[config.mk]
export PLATFORM = sky130hd
export DESIGN_NAME = skid_reg_flat
export DESIGN_NICKNAME = d
export VERILOG_FILES = /design/src/rtl/skid_reg_pkg.sv /design/src/rtl/skid_reg_if.sv /design/src/rtl/skid_reg_ld_reg.sv /design/src/rtl/skid_reg.sv /design/src/flat_wrapper.sv
export SDC_FILE = /design/constraint.sdc
export NUM_CORES = 1
export LEC_CHECK = 0
export BUFFER_PORTS_ARGS = -buffer_cell sky130_fd_sc_hd__buf_4
export CAP_MARGIN = 20
export CORE_MARGIN = 8
export CORE_UTILIZATION = 47
export CTS_CLUSTER_DIAMETER = 30
export DETAILED_ROUTE_END_ITERATION = 7
export PLACE_DENSITY = 0.75
export SYNTH_ARGS = -nofsm -noshare
export SYNTH_HDL_FRONTEND = slang
export SYNTH_SLANG_ARGS = --single-unit
[constraint.sdc]
create_clock -name CLK -period 2.2 [get_ports CLK]
set_input_delay 0.22 -clock CLK [delete_from_list [all_inputs] [get_ports CLK]]
set_output_delay 0.22 -clock CLK [all_outputs]
set_load 0.01 [all_outputs]
[src/rtl/skid_reg_pkg.sv]
// Shared definitions for the skid_reg pipeline register: occupancy state
// encoding and the naming of the two handshake transfers.
package skid_reg_pkg;

    typedef enum logic [1:0] {
        SKR_EMPTY = 2'd0,
        SKR_ONE   = 2'd1,
        SKR_FULL  = 2'd2
    } skr_state_e;

    typedef struct packed {
        logic in_fire;
        logic out_fire;
    } skr_xfer_t;

    function automatic skr_xfer_t skr_xfer(input logic in_valid,
                                           input logic in_ready,
                                           input logic out_valid,
                                           input logic out_ready);
        skr_xfer_t x;
        x.in_fire  = in_valid & in_ready;
        x.out_fire = out_valid & out_ready;
        return x;
    endfunction

endpackage

[src/rtl/skid_reg_if.sv]
// Producer and consumer handshake bundle for skid_reg. The slave modport is
// the register's view; master is the view of whatever drives it.
interface skid_reg_if #(
    parameter int unsigned WIDTH = 32
) ();
    logic             in_valid;
    logic             in_ready;
    logic [WIDTH-1:0] Ds;
    logic             out_valid;
    logic             out_ready;
    logic [WIDTH-1:0] Qs;
    logic [1:0]       count;

    modport slave (
        input  in_valid, Ds, out_ready,
        output in_ready, out_valid, Qs, count
    );

    modport master (
        output in_valid, Ds, out_ready,
        input  in_ready, out_valid, Qs, count
    );
endinterface

[src/rtl/skid_reg_ld_reg.sv]
// WIDTH-bit load-enable register with synchronous reset to RESET_VAL; the
// generic form of the fixed-purpose instruction/address/data registers.
module ld_reg #(
    parameter int unsigned      WIDTH     = 32,
    parameter logic [WIDTH-1:0] RESET_VAL = '0
) (
    input  logic             CLK,
    input  logic             RST,
    input  logic             en_i,
    input  logic [WIDTH-1:0] d_i,
    output logic [WIDTH-1:0] q_o
);
    logic [WIDTH-1:0] data_q;

    // NOTE: sequential state uses non-blocking assignment so every register
    // samples pre-edge values regardless of process ordering.
    always_ff @(posedge CLK) begin
        if (RST) begin
            data_q <= RESET_VAL;
        end else if (en_i) begin
            data_q <= d_i;
        end
    end

    assign q_o = data_q;
endmodule

[src/rtl/skid_reg.sv]
// Valid/ready pipeline register with a 2-entry skid buffer: main drives Qs,
// skid catches the word accepted while the consumer stalls.
module skid_reg
    import skid_reg_pkg::*;
#(
    parameter int unsigned      WIDTH     = 32,
    parameter logic [WIDTH-1:0] RESET_VAL = '0
) (
    input  logic       CLK,
    input  logic       RST,
    input  logic       FLUSH,
    skid_reg_if.slave  bus
);
    skr_state_e       state_q, state_d;
    skr_xfer_t        xfer;
    logic             in_ready, out_valid;
    logic             main_en, skid_en;
    logic [WIDTH-1:0] main_d, main_q, skid_q;

    assign xfer = skr_xfer(bus.in_valid, in_ready, out_valid, bus.out_ready);

    always_ff @(posedge CLK) begin
        if (RST) begin
            state_q <= SKR_EMPTY;
        end else begin
            state_q <= state_d;
        end
    end

    // NOTE: every combinational output gets a default first so no path can
    // leave it unassigned and infer a latch.
    always_comb begin
        state_d = state_q;
        if (FLUSH) begin
            state_d = SKR_EMPTY;
        end else begin
            case (state_q)
                SKR_EMPTY: if (xfer.in_fire) state_d = SKR_ONE;
                SKR_ONE: begin
                    if (xfer.in_fire && !xfer.out_fire) state_d = SKR_FULL;
                    else if (xfer.out_fire && !xfer.in_fire) state_d = SKR_EMPTY;
                end
                SKR_FULL: if (xfer.out_fire) state_d = SKR_ONE;
                default: state_d = SKR_EMPTY;
            endcase
        end
    end

    // in_ready deliberately ignores out_ready so no combinational path crosses the block.
    always_comb begin
        in_ready  = (state_q != SKR_FULL) && !FLUSH && !RST;
        out_valid = (state_q != SKR_EMPTY);
        main_en   = 1'b0;
        skid_en   = 1'b0;
        main_d    = bus.Ds;
        case (state_q)
            SKR_EMPTY: main_en = xfer.in_fire;
            SKR_ONE: begin
                main_en = xfer.in_fire && xfer.out_fire;
                skid_en = xfer.in_fire && !xfer.out_fire;
            end
            SKR_FULL: begin
                main_d  = skid_q;
                main_en = xfer.out_fire && !FLUSH;
            end
            default: ;
        endcase
    end

    ld_reg #(.WIDTH(WIDTH), .RESET_VAL(RESET_VAL)) u_main (
        .CLK  (CLK),
        .RST  (RST),
        .en_i (main_en),
        .d_i  (main_d),
        .q_o  (main_q)
    );

    ld_reg #(.WIDTH(WIDTH), .RESET_VAL(RESET_VAL)) u_skid (
        .CLK  (CLK),
        .RST  (RST),
        .en_i (skid_en),
        .d_i  (bus.Ds),
        .q_o  (skid_q)
    );

    assign bus.in_ready  = in_ready;
    assign bus.out_valid = out_valid;
    assign bus.Qs        = main_q;
    assign bus.count     = state_q;
endmodule

[src/flat_wrapper.sv]
// flat-port wrapper written by rule: the top's interface ports become plain ports
module skid_reg_flat import skid_reg_pkg::*;
#(
    parameter int unsigned      WIDTH     = 32,
    parameter logic [WIDTH-1:0] RESET_VAL = '0
)
  (CLK, RST, FLUSH, bus_in_valid, bus_Ds, bus_out_ready, bus_in_ready, bus_out_valid, bus_Qs, bus_count);
  skid_reg_if #(.WIDTH(WIDTH)) bus_i ();
  input  logic CLK;
  input  logic RST;
  input  logic FLUSH;
  input wire logic [$bits(bus_i.in_valid)-1:0] bus_in_valid;
  input wire logic [$bits(bus_i.Ds)-1:0] bus_Ds;
  input wire logic [$bits(bus_i.out_ready)-1:0] bus_out_ready;
  output wire logic [$bits(bus_i.in_ready)-1:0] bus_in_ready;
  output wire logic [$bits(bus_i.out_valid)-1:0] bus_out_valid;
  output wire logic [$bits(bus_i.Qs)-1:0] bus_Qs;
  output wire logic [$bits(bus_i.count)-1:0] bus_count;
  assign bus_i.in_valid = bus_in_valid;
  assign bus_i.Ds = bus_Ds;
  assign bus_i.out_ready = bus_out_ready;
  assign bus_in_ready = bus_i.in_ready;
  assign bus_out_valid = bus_i.out_valid;
  assign bus_Qs = bus_i.Qs;
  assign bus_count = bus_i.count;
  skid_reg #(.WIDTH(WIDTH), .RESET_VAL(RESET_VAL)) u_core (.CLK(CLK), .RST(RST), .FLUSH(FLUSH), .bus(bus_i));
endmodule
## Word-level counts from Yosys, hierarchy flattened

Cells that the tools add are included.

| operators by class | value |
|---|---|
| bitwise operators | 2 |
| equal/unequal tests | 6 |
| mux-type cells | 8 |
| reduce and logical (&&, ||, !) cells | 14 |

Operators with widths:

| cell | number |
|---|---|
| $mux 32 | 1 |
| $mux 2 | 4 |
| $logic_and 1x1->1 | 6 |
| $pmux 2 s3 | 1 |
| $logic_not 1->1 | 4 |
| $ne 2x1->1 const B | 2 |
| $ne 3x1->1 const B | 1 |
| $pmux 1 s3 | 1 |
| $reduce_and 3->1 | 1 |
| $and 1x1->1 | 2 |
| $eq 2x1->1 const B | 1 |
| $eq 2x2->1 const B | 1 |
| $logic_not 2->1 | 1 |
| $ne 2x2->1 const B | 1 |
| $reduce_bool 2->1 | 1 |
| $reduce_or 2->1 | 1 |
| $mux 1 | 1 |

| word-level totals | value |
|---|---|
| input port bits | 37 |
| register bits | 66 |

## Logic depth before layout (Yosys ltp)

| logic depth | value |
|---|---|
| depth after elaboration | 9 |
| gate-level depth with buffers | 11 |
| mapped depth without buffers | 8 |

## Modules after synthesis

A second synthesis with hierarchy kept.

| unflattened totals | value |
|---|---|
| cells, all modules | 272 |
| area, all modules | 2960.3 um^2 |

By module, submodules not included:

| module | area each (um^2) | cells an instance | seq. area each (um^2) | instances |
|---|---|---|---|---|
| ld_reg | 1163.6 | 103 | 640.6 | 2 |
| skid_reg | 633.1 | 66 | 40.0 | 1 |

## Least setup slack after synthesis

OpenSTA, ideal clock, no wires.

| timing | value |
|---|---|
| path type | register -> register |
| from | register u_core.state_q[0] (netlist: u_core.bus.count[0]) |
| to | register u_core.state_q[1] (netlist: u_core.bus.count[1]) |
| setup slack | -0.268 ns |
| data required time | 2.070 ns |
| buffers on the path | 1 |
| stages on the path, launching flop included | 10 |
| clock period less this slack | 2.468 ns |
| arrival | 2.338 ns |
| cell sequence | dfxtp_1 -> inv_1 -> ha_1 -> buf_6 -> or4b_4 -> inv_1 -> ha_1 -> a222oi_1 -> mux2i_1 -> nor3_1 |

| between the ends | value |
|---|---|
| word-level cells in the longest chain between the ends | 8 |

Ends and longest elaborated chain:

| element | RTL line | source |
|---|---|---|
| start: declaration | skid_reg.sv:14 | `skr_state_e state_q, state_d;` |
| start signal: assignment | skid_reg.sv:26 | `state_q <= state_d;` |
| $ne 2x2->1 | skid_reg.sv:51 | `in_ready = (state_q != SKR_FULL) && !FLUSH && !RST;` |
| $logic_and 1x1->1 (2 in series) | skid_reg.sv:51 |  |
| $and 1x1->1 | skid_reg_pkg.sv:21 | `x.in_fire = in_valid & in_ready;` |
| $logic_not 1->1 | skid_reg.sv:41 | `else if (xfer.out_fire && !xfer.in_fire) state_d = SKR_EMPTY;` |
| $logic_and 1x1->1 | skid_reg.sv:41 |  |
| $ne 3x1->1 (no line) | n/a |  |
| $reduce_and 3->1 (no line) | n/a |  |

Parallel ways exist; a longest one is shown, timed or not.
A chain may end at the register's enable or synchronous reset.

## Worst setup path in the final report

Same ends and word-level chain as after synthesis.

==> out/qor.yml <==
run_status:
  status: "finished, final reports clean"
yosys:
  ys_top_cells_by_area: "dfxtp_1 (48%), mux2i_1 (12%), a21oi_1 (12%), a211oi_1 (9.0%), nand2_1 (9.0%)"
  syn_inst: 311
  synth_top_area_share_pct: 47.8
  yosys.cell_types.count: 20
  syn_area_per_cell_um2: 8.89
  yosysWarnings: 0
  ys_ff_latch: 66
  synth_area_leader_cell: "dfxtp_1"
  yosysSeqAreaShare_pct: 47.8
  netlist_area_um2: 2770
  synth_fp_nets: 353
floorplan:
  design.core.area_um2: 5820
  pin_count: 73
  num_rows: 28
  initial_utilization_pct: 47.5
  die_y_um: 92.7
  dieArea_um2: 8590
  die_w_um: 92.7
critical_path:
  critPathSlowestCell: "or4b_4"
  critPathLaunchType: "flip-flop"
  cpMostUsedCell: "ha_4"
  critPathMaxFanout: 2
  path_cells: "inv_4 -> ha_4 -> or4b_4 -> inv_2 -> ha_4 -> a222oi_1 -> buf_4 -> mux2i_1 -> nor3_1"
  critPathArrivalTime_ps: 2360
  critPathKind: "reg2reg"
  slowest_delay_ps: 490
  reg2reg_depth: 9
  end_kind: "flip-flop"
  critPathRequiredTime_ps: 2400
min_path:
  hold_class: "in2reg"
  hold_depth: 2
detailed_routing:
  drtAntennaViolNets: 0
  firstDrtPassIters: 4
  wl_per_cell_um: 15.9
  vias: 2496
  drt_iter0_drc: 131
  drc: 0
  drt-vias-per-instance: 5.38
  wirelength_um: 7380
clock_tree:
  cts.clk_slew.worst_paths_ps: 70
  htree_num_levels: 3
  clockBufferDepth: 2
  cts.sinks: 66
  cts_tree: "built"
  clockRootBuffer: "clkbuf_8"
  cts_buffers: 9
  clk_latency_ps: 340
global_route:
  grt_max_degree: 68
  grt_usage_pct: 17.1
  first_global_vias: 2455
  grt_antenna_before_repair: 0
  gr-total-overflow: 0
  grt_pass1_wl_um: 11800
sta:
  clock_skew_ps: 9.27
  slew_headroom_pct: 53.7
  hold_violations: 0
  fin_setup_tns_ps: 0
  period_minus_slack_ps: 2160
  layout_setup_ws_ps: 40.3
  grt_setup_unrepaired: "yes"
  setup_violations: 0
  maxSlewViolCount: 0
  fmaxAchievable_ghz: 0.463
  fin_crit_sh_pct: 98.2
  tightest_slew_ps: 694
power:
  ir_drop_mv: 0.335
  p_sw_share_pct: 23.6
  power_switching_w: 0.000590
  p_leak_nw: 1.37
  power.internal_w: 0.00192
  p_per_area_nw_per_um2: 679
  share_seq_of_total_power_pct: 49.8
  clkPwrFrac_pct: 39.1
  power.total_w: 0.00251
  p_comb_share_pct: 11.0
finish:
  final_layout_size_suffix_gt1_share_pct: 29.0
  fillers: 545
  synthToLayoutAreaGrowth_pct: 33.3
  nets: 427
  finalNonFillerCells: 464
  antenna_cells: 0
  fin_util_pct: 63.4
placement:
  place_ws_ps: 7.16
  hpwl_um: 4800
  io_buffers: 72
  dp.cells: 446
  gp_congestion: 0.803
flow_run:
  maxCapViolCount: 0
## power by group through the flow
stage / logic [W] / clock network [W] / registers (W)
6_report: 0.000276 / 0.000980 / 0.00125
5_1_grt: 0.000303 / 0.00107 / 0.00125
4_1_cts: 0.000270 / 0.00101 / 0.00125
3_5_place_dp: 0.000269 / 0 / 0.00127
3_3_place_gp: 0.000264 / 0 / 0.00127
2_1_floorplan: 0.000110 / 0 / 0.00129
## critical path: cells and delay by family, from the launching register on
| kind | cells | cell delay, ps |
|---|---|---|
| AOI/OAI and AO/OA | 1 | 310 |
| adders and majority gates | 2 | 340 |
| buffers and inverters | 3 | 300 |
| DFF | 1 | 360 |
| muxes | 1 | 170 |
| and+or+nand+nor | 2 | 540 |
## Yosys cell counts (all sizes together)
cell    number
inv          4
dfxtp       66
a21oi       65
mux2i       33
buf         15
ha           5
o31ai        1
nand2       66
nor3         2
nand2b       1
a222oi       1
a211oi      33
nor4         1
nor2         2
and2         2
clkbuf      13
or4b         1
## kinds of logic after synthesis
kind of cell / Yosys count / synth area share (%)
compound gates: 100 / 21.5
fa+ha+maj: 5 / 2.26
buf+inv: 32 / 5.47
flops: 66 / 47.8
mux: 33 / 11.9
simple gates: 75 / 11.0
## cell usage in the layout, fill, tap and decap left out, types with 3 or more instances in the layout
cell type / count
a211oi_1: 33
clkbuf_8: 10
buf_4: 84
nand2_1: 66
a21oi_1: 65
buf_6: 3
mux2i_1: 33
ha_1: 3
dfxtp_1: 65
## per-stage QoR
stage,area [µm²],hold WS (ps)
5_1_grt,3690,100
3_5_place_dp,3450,447
3_3_place_gp,3450,441
6_report,3690,99.7
4_1_cts,3640,87.8
2_1_floorplan,2800,289
## final timing paths
| check | from | endpoint | slack [ps] |
|---|---|---|---|
| setup / recovery | u_core.bus.count[0] | u_core.bus.count[1] | 40 |
| hold / removal | FLUSH | u_core.bus.count[0] | 100 |
| setup reg to reg | u_core.bus.count[0] | u_core.bus.count[1] | 40 |
| hold reg to reg | u_core.u_skid.q_o[2] | u_core.u_skid.q_o[2] | 450 |
## per-layer routing
| metal | GRT usage, % | up-vias | part of all wire (%) |
|---|---|---|---|
| li1 | - | 1247 | - |
| met1 | 19.8 | 1164 | 44 |
| met2 | 27.9 | 72 | 47 |
| met3 | 5.42 | 13 | 7.4 |
| met4 | 8.46 | 0 | 2.0 |
| met5 | 0 | - | 0 |
## registers in the layout (all words and copies together), names as in the netlist
register	count
u_core.bus.count	2
u_core.u_skid.q_o	32
u_core.u_main.q_o	32
## what timing repair did
item | 4_1_cts | 5_1_grt
buffers inserted | 0 | 1
resized for setup | 0 | 4
hold buffers | 0 | 0
endpoints found under the setup margin | 0 | 34
## cell type report
class,instances,area (µm²),area share [%]
flip-flops and latches,66,1330,35.9
repair buffers,91,734,19.9
clock inverters,3,40.0,1.09
well taps,75,93.8,2.54
clock buffers,12,145,3.94
inverters,4,17.5,0.475
multi-input cells,213,1330,36.1
No activity file was read; power rests on OpenSTA's default activity.
